[src/rtl/dm_pkg.sv]
// Shared constants and types for the debug-module abstract command sequencer:
// ROM routine entry points, cmderr codes, command types and FSM states.
package dm_pkg;

    localparam logic [9:0] SET_S0  = 10'h100;
    localparam logic [9:0] SET_S1  = 10'h114;
    localparam logic [9:0] SET_GPR = 10'h128;
    localparam logic [9:0] GET_S0  = 10'h13c;
    localparam logic [9:0] GET_S1  = 10'h150;
    localparam logic [9:0] GET_GPR = 10'h160;
    localparam logic [9:0] SET_DPC = 10'h170;
    localparam logic [9:0] SET_CSR = 10'h184;
    localparam logic [9:0] GET_DPC = 10'h19c;
    localparam logic [9:0] GET_CSR = 10'h1ac;
    localparam logic [9:0] SET_MEM = 10'h1d0;
    localparam logic [9:0] GET_MEM = 10'h1ec;

    localparam logic [2:0] CMDERR_NONE       = 3'd0;
    localparam logic [2:0] CMDERR_BUSY       = 3'd1;
    localparam logic [2:0] CMDERR_NOTSUP     = 3'd2;
    localparam logic [2:0] CMDERR_EXCEPT     = 3'd3;
    localparam logic [2:0] CMDERR_HALTRESUME = 3'd4;

    localparam logic [7:0] CMDTYPE_ACCESS_REG = 8'd0;
    localparam logic [7:0] CMDTYPE_ACCESS_MEM = 8'd2;

    typedef enum logic [1:0] {
        ST_IDLE,
        ST_GO,
        ST_WAIT
    } state_t;

endpackage

[src/rtl/dm_cmd_decode.sv]
// Combinational decode of an abstract command word into the ROM routine entry,
// the patch fields, and a not-supported / no-op classification.
module dm_cmd_decode
    import dm_pkg::*;
(
    input  logic [31:0] cmd_data,
    output logic [9:0]  entry,
    output logic [11:0] fix_reg,
    output logic [1:0]  fix_size,
    output logic        err,
    output logic        noop
);

    logic [7:0]  cmdtype;
    logic [2:0]  size;
    logic        aampostincrement;
    logic        postexec;
    logic        transfer;
    logic        write_en;
    logic [15:0] regno;
    logic        unused_bit23;

    assign cmdtype          = cmd_data[31:24];
    assign unused_bit23     = cmd_data[23];
    assign size             = cmd_data[22:20];
    assign aampostincrement = cmd_data[19];
    assign postexec         = cmd_data[18];
    assign transfer         = cmd_data[17];
    assign write_en         = cmd_data[16];
    assign regno            = cmd_data[15:0];
    assign fix_size         = size[1:0];

    always_comb begin
        entry   = '0;
        fix_reg = '0;
        err     = 1'b0;
        noop    = 1'b0;
        if (cmdtype != CMDTYPE_ACCESS_REG && cmdtype != CMDTYPE_ACCESS_MEM) begin
            err = 1'b1;
        end else if (size > 3'd2 || postexec) begin
            err = 1'b1;
        end else if (cmdtype == CMDTYPE_ACCESS_MEM) begin
            if (aampostincrement) begin
                err = 1'b1;
            end else begin
                entry = write_en ? SET_MEM : GET_MEM;
            end
        end else if (!transfer) begin
            noop = 1'b1;
        // s0/s1 are live in the ROM itself, so they have dedicated routines
        end else if (regno == 16'h1008) begin
            entry = write_en ? SET_S0 : GET_S0;
        end else if (regno == 16'h1009) begin
            entry = write_en ? SET_S1 : GET_S1;
        end else if (regno[15:5] == 11'h080) begin
            entry   = write_en ? SET_GPR : GET_GPR;
            fix_reg = {7'b0, regno[4:0]};
        end else if (regno == 16'h07B1) begin
            entry = write_en ? SET_DPC : GET_DPC;
        end else if (regno[15:12] == 4'h0) begin
            entry   = write_en ? SET_CSR : GET_CSR;
            fix_reg = regno[11:0];
        end else begin
            err = 1'b1;
        end
    end

endmodule

[src/rtl/dm_abstract_cmd.sv]
// Abstract command sequencer: validates DMI command writes, latches the ROM
// patch fields and runs the go/going/done/exception handshake with the hart.
module dm_abstract_cmd
    import dm_pkg::*;
#(
    parameter int unsigned TIMEOUT_CYCLES = 4096
) (
    input  logic        clk,
    input  logic        rst,
    input  logic        cmd_valid,
    input  logic [31:0] cmd_data,
    input  logic [2:0]  cmderr_clr,
    input  logic        hart_halted,
    input  logic        hart_going,
    input  logic        hart_done,
    input  logic        hart_exception,
    output logic        busy,
    output logic [2:0]  cmderr,
    output logic        go,
    output logic [9:0]  entry_addr,
    output logic [11:0] fix_reg,
    output logic [1:0]  fix_size
);

    state_t      state_q, state_d;
    logic        busy_q, busy_d;
    logic        go_q, go_d;
    logic [2:0]  cmderr_q, cmderr_d;
    logic [9:0]  entry_q, entry_d;
    logic [11:0] fix_reg_q, fix_reg_d;
    logic [1:0]  fix_size_q, fix_size_d;
    logic [31:0] cnt_q, cnt_d;

    logic [9:0]  dec_entry;
    logic [11:0] dec_fix_reg;
    logic [1:0]  dec_fix_size;
    logic        dec_err;
    logic        dec_noop;
    logic        err_set;
    logic [2:0]  err_code;
    logic        finish;
    logic        timeout_hit;

    dm_cmd_decode u_decode (
        .cmd_data (cmd_data),
        .entry    (dec_entry),
        .fix_reg  (dec_fix_reg),
        .fix_size (dec_fix_size),
        .err      (dec_err),
        .noop     (dec_noop)
    );

    assign timeout_hit = (TIMEOUT_CYCLES != 0) && ((cnt_q + 32'd1) == TIMEOUT_CYCLES);

    always_comb begin
        state_d    = state_q;
        busy_d     = busy_q;
        go_d       = go_q;
        entry_d    = entry_q;
        fix_reg_d  = fix_reg_q;
        fix_size_d = fix_size_q;
        cnt_d      = cnt_q;
        err_set    = 1'b0;
        err_code   = CMDERR_NONE;
        finish     = 1'b0;
        case (state_q)
            ST_IDLE: begin
                if (cmd_valid && cmderr_q == CMDERR_NONE) begin
                    if (!hart_halted) begin
                        err_set  = 1'b1;
                        err_code = CMDERR_HALTRESUME;
                    end else if (dec_err) begin
                        err_set  = 1'b1;
                        err_code = CMDERR_NOTSUP;
                    end else if (!dec_noop) begin
                        state_d    = ST_GO;
                        busy_d     = 1'b1;
                        go_d       = 1'b1;
                        entry_d    = dec_entry;
                        fix_reg_d  = dec_fix_reg;
                        fix_size_d = dec_fix_size;
                    end
                end
            end
            ST_GO: begin
                if (!hart_halted) begin
                    finish   = 1'b1;
                    err_set  = 1'b1;
                    err_code = CMDERR_HALTRESUME;
                end else if (hart_going) begin
                    go_d    = 1'b0;
                    state_d = ST_WAIT;
                    cnt_d   = '0;
                end
            end
            ST_WAIT: begin
                // exception outranks done when both arrive together
                if (!hart_halted) begin
                    finish   = 1'b1;
                    err_set  = 1'b1;
                    err_code = CMDERR_HALTRESUME;
                end else if (hart_exception) begin
                    finish   = 1'b1;
                    err_set  = 1'b1;
                    err_code = CMDERR_EXCEPT;
                end else if (hart_done) begin
                    finish = 1'b1;
                end else if (timeout_hit) begin
                    finish   = 1'b1;
                    err_set  = 1'b1;
                    err_code = CMDERR_EXCEPT;
                end else begin
                    cnt_d = cnt_q + 32'd1;
                end
            end
            default: state_d = ST_IDLE;
        endcase
        if (finish) begin
            state_d = ST_IDLE;
            busy_d  = 1'b0;
            go_d    = 1'b0;
        end
        if (busy_q && cmd_valid && cmderr_q == CMDERR_NONE && !err_set) begin
            err_set  = 1'b1;
            err_code = CMDERR_BUSY;
        end
        cmderr_d = err_set ? err_code : (cmderr_q & ~cmderr_clr);
    end

    always_ff @(posedge clk or posedge rst) begin
        if (rst) begin
            state_q    <= ST_IDLE;
            busy_q     <= 1'b0;
            go_q       <= 1'b0;
            cmderr_q   <= CMDERR_NONE;
            entry_q    <= '0;
            fix_reg_q  <= '0;
            fix_size_q <= '0;
            cnt_q      <= '0;
        end else begin
            state_q    <= state_d;
            busy_q     <= busy_d;
            go_q       <= go_d;
            cmderr_q   <= cmderr_d;
            entry_q    <= entry_d;
            fix_reg_q  <= fix_reg_d;
            fix_size_q <= fix_size_d;
            cnt_q      <= cnt_d;
        end
    end

    assign busy       = busy_q;
    assign go         = go_q;
    assign cmderr     = cmderr_q;
    assign entry_addr = entry_q;
    assign fix_reg    = fix_reg_q;
    assign fix_size   = fix_size_q;

endmodule

[config.mk]
export PLATFORM = sky130hd
export DESIGN_NAME = dm_abstract_cmd
export DESIGN_NICKNAME = d
export VERILOG_FILES = /design/src/rtl/dm_pkg.sv /design/src/rtl/dm_cmd_decode.sv /design/src/rtl/dm_abstract_cmd.sv
export SDC_FILE = /design/constraint.sdc
export NUM_CORES = 1
export LEC_CHECK = 0
export CAP_MARGIN = 20
export CORE_ASPECT_RATIO = 1.2
export CORE_MARGIN = 8
export CORE_UTILIZATION = 60
export CTS_BUF_LIST = sky130_fd_sc_hd__clkbuf_8
export CTS_CLUSTER_SIZE = 28
export DETAILED_ROUTE_END_ITERATION = 10
export GPL_TIMING_DRIVEN = 0
export PLACE_DENSITY = 0.95
export REMOVE_ABC_BUFFERS = 1
export SETUP_SLACK_MARGIN = 0.2
export SKIP_LAST_GASP = 1
export SLEW_MARGIN = 20
export SYNTH_ARGS = -nofsm -noshare
export SYNTH_HDL_FRONTEND = slang
export SYNTH_SLANG_ARGS = --single-unit
[constraint.sdc]
create_clock -name clk -period 9.2 [get_ports clk]
set_input_delay 0.92 -clock clk [delete_from_list [all_inputs] [get_ports clk]]
set_output_delay 0.92 -clock clk [all_outputs]
set_load 0.005 [all_outputs]
==> impl_results.html <==
<table>
<tr><th>Metric</th><th>Value</th></tr>
<tr><th colspan="2">Run status</th></tr>
<tr><td>Run status</td><td>complete, no violations</td></tr>
<tr><th colspan="2">Clocking</th></tr>
<tr><td>Skew-Pair Late Insertion Delay</td><td>350 ps</td></tr>
<tr><td>Clock Pin Slew Worst Setup and Hold Paths</td><td>70 ps</td></tr>
<tr><td>Clock tree buffer depth</td><td>2</td></tr>
<tr><td>CTS tree</td><td>done</td></tr>
<tr><td>Buffer cell driving the clock tree root</td><td>clkbuf_8</td></tr>
<tr><td>Level count of the clock H-tree</td><td>3</td></tr>
<tr><td>TritonCTS sink count</td><td>60</td></tr>
<tr><td>Post-CTS setup buffer count</td><td>0</td></tr>
<tr><td>Hold buffer count at cts</td><td>0</td></tr>
<tr><td>Count of instances resized after the clock tree is built</td><td>0</td></tr>
<tr><td>Num CTS Buffers</td><td>9</td></tr>
<tr><th colspan="2">Yosys</th></tr>
<tr><td>Most used flip-flop cell after synthesis</td><td>dfrtp_1</td></tr>
<tr><td>Warning count from the yosys run</td><td>0</td></tr>
<tr><td>Number of library cell types mapped by synthesis</td><td>85</td></tr>
<tr><td>Post-synthesis cell area</td><td>4690 µm²</td></tr>
<tr><td>Share of synthesized flip-flops with an asynchronous set or reset</td><td>100%</td></tr>
<tr><td>Compound-gate portion of the synthesized area</td><td>24.3%</td></tr>
<tr><td>Mean instance size in the synthesized netlist</td><td>8.73 µm²</td></tr>
<tr><td>Number of synthesized flops with an enable pin</td><td>0</td></tr>
<tr><td>Multiplexer share of the synthesized area</td><td>3.15%</td></tr>
<tr><td>Synthesized-area fraction occupied by and/or/nand/nor cells</td><td>30.7%</td></tr>
<tr><td>XOR/XNOR Fraction of Synth Area</td><td>1.31%</td></tr>
<tr><td>Synth Register Bits</td><td>60</td></tr>
<tr><td>Post-synthesis sequential area ratio</td><td>32.0%</td></tr>
<tr><td>Largest family of logic cells by synthesized area</td><td>simple AND/OR/NAND/NOR gates</td></tr>
<tr><td>Gate count after technology mapping</td><td>537</td></tr>
<tr><td>Synth Area in Adders</td><td>1.87%</td></tr>
<tr><th colspan="2">Power and ir drop</th></tr>
<tr><td>Power density cells</td><td>173 nW/µm²</td></tr>
<tr><td>Switching Fraction</td><td>34.6%</td></tr>
<tr><td>Clock group share of total power</td><td>34.6%</td></tr>
<tr><td>Internal power</td><td>631 µW</td></tr>
<tr><td>Leakage</td><td>0.00212 µW</td></tr>
<tr><td>Power dissipated by switching net loads</td><td>334 µW</td></tr>
<tr><td>Power share of the sequential group</td><td>33.6%</td></tr>
<tr><td>Part of the total power dissipated in combinational logic</td><td>31.8%</td></tr>
<tr><td>Peak ir drop on the vdd network</td><td>0.133 mV</td></tr>
<tr><th colspan="2">Timing</th></tr>
<tr><td>Final TNS setup</td><td>0 ps</td></tr>
<tr><td>Pins over their slew limit</td><td>0</td></tr>
<tr><td>Final WS setup</td><td>4760 ps</td></tr>
<tr><td>Maximum achievable frequency</td><td>0.225 GHz</td></tr>
<tr><td>Worst hold slack across all endpoints</td><td>471 ps</td></tr>
<tr><td>Number of failing setup endpoints in the final timing report</td><td>0</td></tr>
<tr><td>Clock period minus worst slack</td><td>4440 ps</td></tr>
<tr><td>Unrepaired setup endpoints after global routing</td><td>no</td></tr>
<tr><td>Worst Skew</td><td>13.8 ps</td></tr>
<tr><td>Total count of hold-check failures in the final report</td><td>0</td></tr>
<tr><td>Slew at the pin closest to its max-slew limit</td><td>1050 ps</td></tr>
<tr><td>Fraction of the cycle the final worst path needs</td><td>48.3%</td></tr>
<tr><td>Slew HR</td><td>29.9%</td></tr>
<tr><th colspan="2">Global route</th></tr>
<tr><td>Met2 GRT Util</td><td>43.4%</td></tr>
<tr><td>Sum of overflow across all layers after global routing</td><td>0</td></tr>
<tr><td>Global routing's busiest layer</td><td>met2</td></tr>
<tr><td>Pin count of the biggest net entering global routing</td><td>50</td></tr>
<tr><td>Met3 Resource Use GR</td><td>6.15%</td></tr>
<tr><td>Met1 track demand over resource in global routing</td><td>28.8%</td></tr>
<tr><td>Total track usage</td><td>25.4%</td></tr>
<tr><td>Antenna violations before repair</td><td>0</td></tr>
<tr><td>First-pass GRT wire length</td><td>23.3 mm</td></tr>
<tr><td>Number of global-route vias before repair</td><td>4695</td></tr>
<tr><th colspan="2">Floorplanning</th></tr>
<tr><td>Std-Cell Core Area</td><td>7620 µm²</td></tr>
<tr><td>Chip Height</td><td>113 µm</td></tr>
<tr><td>Die ar.</td><td>10900 µm²</td></tr>
<tr><td>Core Rows</td><td>35</td></tr>
<tr><td>I/O pin total</td><td>71</td></tr>
<tr><td>DIE WIDTH</td><td>96.7 µm</td></tr>
<tr><td>Initial Utilization</td><td>61.5%</td></tr>
<tr><th colspan="2">Routing</th></tr>
<tr><td>Via-to-Cell Ratio</td><td>7.09</td></tr>
<tr><td>Drt first pass iters</td><td>5</td></tr>
<tr><td>Wire per inst</td><td>20.8 µm</td></tr>
<tr><td>DRC errors left</td><td>0</td></tr>
<tr><td>Detailed Route WL</td><td>14.0 mm</td></tr>
<tr><td>Total vias in the final route</td><td>4773</td></tr>
<tr><td>Drt first-iter violations</td><td>436</td></tr>
<tr><td>Remaining number of nets flagged by the antenna check after routing</td><td>0</td></tr>
<tr><th colspan="2">Min path</th></tr>
<tr><td>Hold Path Depth</td><td>1</td></tr>
<tr><td>Hold Crit Class</td><td>flop to flop</td></tr>
<tr><th colspan="2">Cells and area</th></tr>
<tr><td>Area Growth Syn to Fin</td><td>18.8%</td></tr>
<tr><td>Fraction of layout cells with a size suffix above 1</td><td>10.7%</td></tr>
<tr><td>Max reg flops</td><td>32</td></tr>
<tr><td>Fin nets</td><td>625</td></tr>
<tr><td>Number of fill cells in the layout</td><td>539</td></tr>
<tr><td>Cell area after layout</td><td>5570 µm²</td></tr>
<tr><td>Antenna Diode Count</td><td>0</td></tr>
<tr><td>Final Non-Filler Cells</td><td>673</td></tr>
<tr><th colspan="2">Worst setup path</th></tr>
<tr><td>Crit-path max cell delay</td><td>740 ps</td></tr>
<tr><td>Top fanout value on the critical path</td><td>29</td></tr>
<tr><td>Slack of the worst reg-to-reg path</td><td>5470 ps</td></tr>
<tr><td>Data required, critical path</td><td>9480 ps</td></tr>
<tr><td>Setup Crit Path Kind</td><td>input port to flop</td></tr>
<tr><td>Library cell contributing the largest single delay on the critical path</td><td>or3_1</td></tr>
<tr><td>Critical Path Start Type</td><td>input port</td></tr>
<tr><td>Sort of element at the end of the critical path</td><td>flop</td></tr>
<tr><td>Critical path, cell by cell</td><td>clkdlybuf4s50_1 &gt; or4_4 &gt; o31ai_2 &gt; a21oi_1 &gt; a2111o_1 &gt; or3_1 &gt; nor4b_4 &gt; and2_1 &gt; a22o_1</td></tr>
<tr><td>Length in cells of the worst reg-to-reg path</td><td>9</td></tr>
<tr><td>Crit path DAT</td><td>4720 ps</td></tr>
<tr><th colspan="2">Placement</th></tr>
<tr><td>Total placed instance area</td><td>5300 µm²</td></tr>
<tr><td>Number of placed cells counting well taps</td><td>657</td></tr>
<tr><td>Half-perimeter wire length after placement</td><td>10.0 mm</td></tr>
<tr><td>Worst setup slack after placement</td><td>4510 ps</td></tr>
<tr><td>Number of buffer cells added on primary ports</td><td>66</td></tr>
<tr><td>Placer's final routability congestion estimate</td><td>1.01</td></tr>
<tr><th colspan="2">Job</th></tr>
<tr><td>Number of maximum-capacitance violations</td><td>0</td></tr>
</table>
==> layout by cell type, fill, tap and decap left out, types with 4 or more instances in the layout <==
| cell | n |
|---|---|
| clkdlybuf4s50_1 | 66 |
| dfrtp_1 | 60 |
| and2_1 | 6 |
| nand2b_1 | 6 |
| nor3_1 | 13 |
| nand4_1 | 16 |
| a211o_1 | 5 |
| o21a_1 | 5 |
| nand2_1 | 58 |
| nor2b_1 | 10 |
| o41ai_1 | 8 |
| a31oi_1 | 15 |
| a22o_1 | 12 |
| a21oi_1 | 20 |
| a211oi_1 | 4 |
| nor2_1 | 25 |
| o31ai_1 | 11 |
| xnor2_1 | 4 |
| mux2i_1 | 8 |
| and3_1 | 5 |
| clkbuf_8 | 10 |
| or4_1 | 5 |
| and4_1 | 7 |
| nand3_1 | 29 |
| o211ai_1 | 5 |
| bufinv_16 | 4 |
| mux2_2 | 6 |
| ha_1 | 6 |
| nand3_2 | 4 |
| a41oi_1 | 4 |
| inv_1 | 16 |
| o21ai_0 | 25 |
| nor4_1 | 16 |
| or3_1 | 5 |
==> power groups by stage <==
stage | clock network, µW | logic (µW) | registers [µW]
global placement | 0 | 278 | 325
floorplan | 0 | 193 | 321
global route | 348 | 333 | 327
detailed placement | 0 | 302 | 327
CTS | 334 | 303 | 323
finish | 334 | 307 | 324
==> metal layers <==
metal / wire length, µm / vias up
met5: 0 / -
met4: 476 / 0
met3: 1220 / 52
met2: 6820 / 288
met1: 5490 / 2285
li1: - / 2148
==> per-stage QoR <==
step / utilization (%) / power (µW)
final: 73.1 / 965
after global routing: 73.1 / 1010
after CTS: 73.1 / 959
after detailed placement: 69.5 / 629
after global placement: 68.6 / 603
after floorplan: - / 514
==> synthesized netlist by cell type (10+ instances only) <==
cell	n	area share, %
nor3_1	13	1.4
nand3_1	29	3.1
a31oi_1	15	2.0
buf_2	12	1.3
o31ai_1	11	1.8
dfrtp_1	60	32
buf_4	12	1.9
inv_1	17	1.4
nor2_1	25	2.0
a22o_1	12	2.2
o21ai_0	25	2.7
nor2b_1	10	1.3
clkbuf_1	12	0.96
nor4_1	18	2.4
nand4_1	16	2.1
nand2_1	58	4.6
a21oi_1	20	2.1
==> worst max-delay path, delay by kind of cell <==
| family | cells | cell delay [ps] |
|---|---|---|
| compound gates | 4 | 1140 |
| simple gates | 4 | 2240 |
| buf+inv | 1 | 400 |
==> worst paths after layout <==
path | start | endpoint
setup / recovery | cmd_data[31] | fix_reg[5]
hold / removal | entry_addr[8] | entry_addr[8]
setup reg to reg | cnt_q[0] | cnt_q[12]
hold reg to reg | entry_addr[8] | entry_addr[8]
max in group asynchronous | rst | cnt_q[14]
min in group asynchronous | rst | entry_addr[5]
==> layout make-up <==
class	count	area [µm²]	area share (%)
sequential	60	1500	27.0
tap	92	115	2.07
clock buffer	10	138	2.47
timing repair buffer	69	707	12.7
clock inverter	6	134	2.40
multi-input combinational	419	2910	52.2
inverter	17	66.3	1.19
==> cells by family (layout without fill, tap and decap cells) <==
| kind of cell | Yosys count | count (layout) |
|---|---|---|
| xor gates and xnor gates | 7 | 7 |
| other | 1 | 3 |
| and+or+nand+nor | 237 | 237 |
| DFF | 60 | 60 |
| adders and majority gates | 7 | 7 |
| muxes | 14 | 14 |
| AOI/OAI and AO/OA | 151 | 151 |
| buffers and inverters | 60 | 102 |
Power figures use the tool's default switching activity.
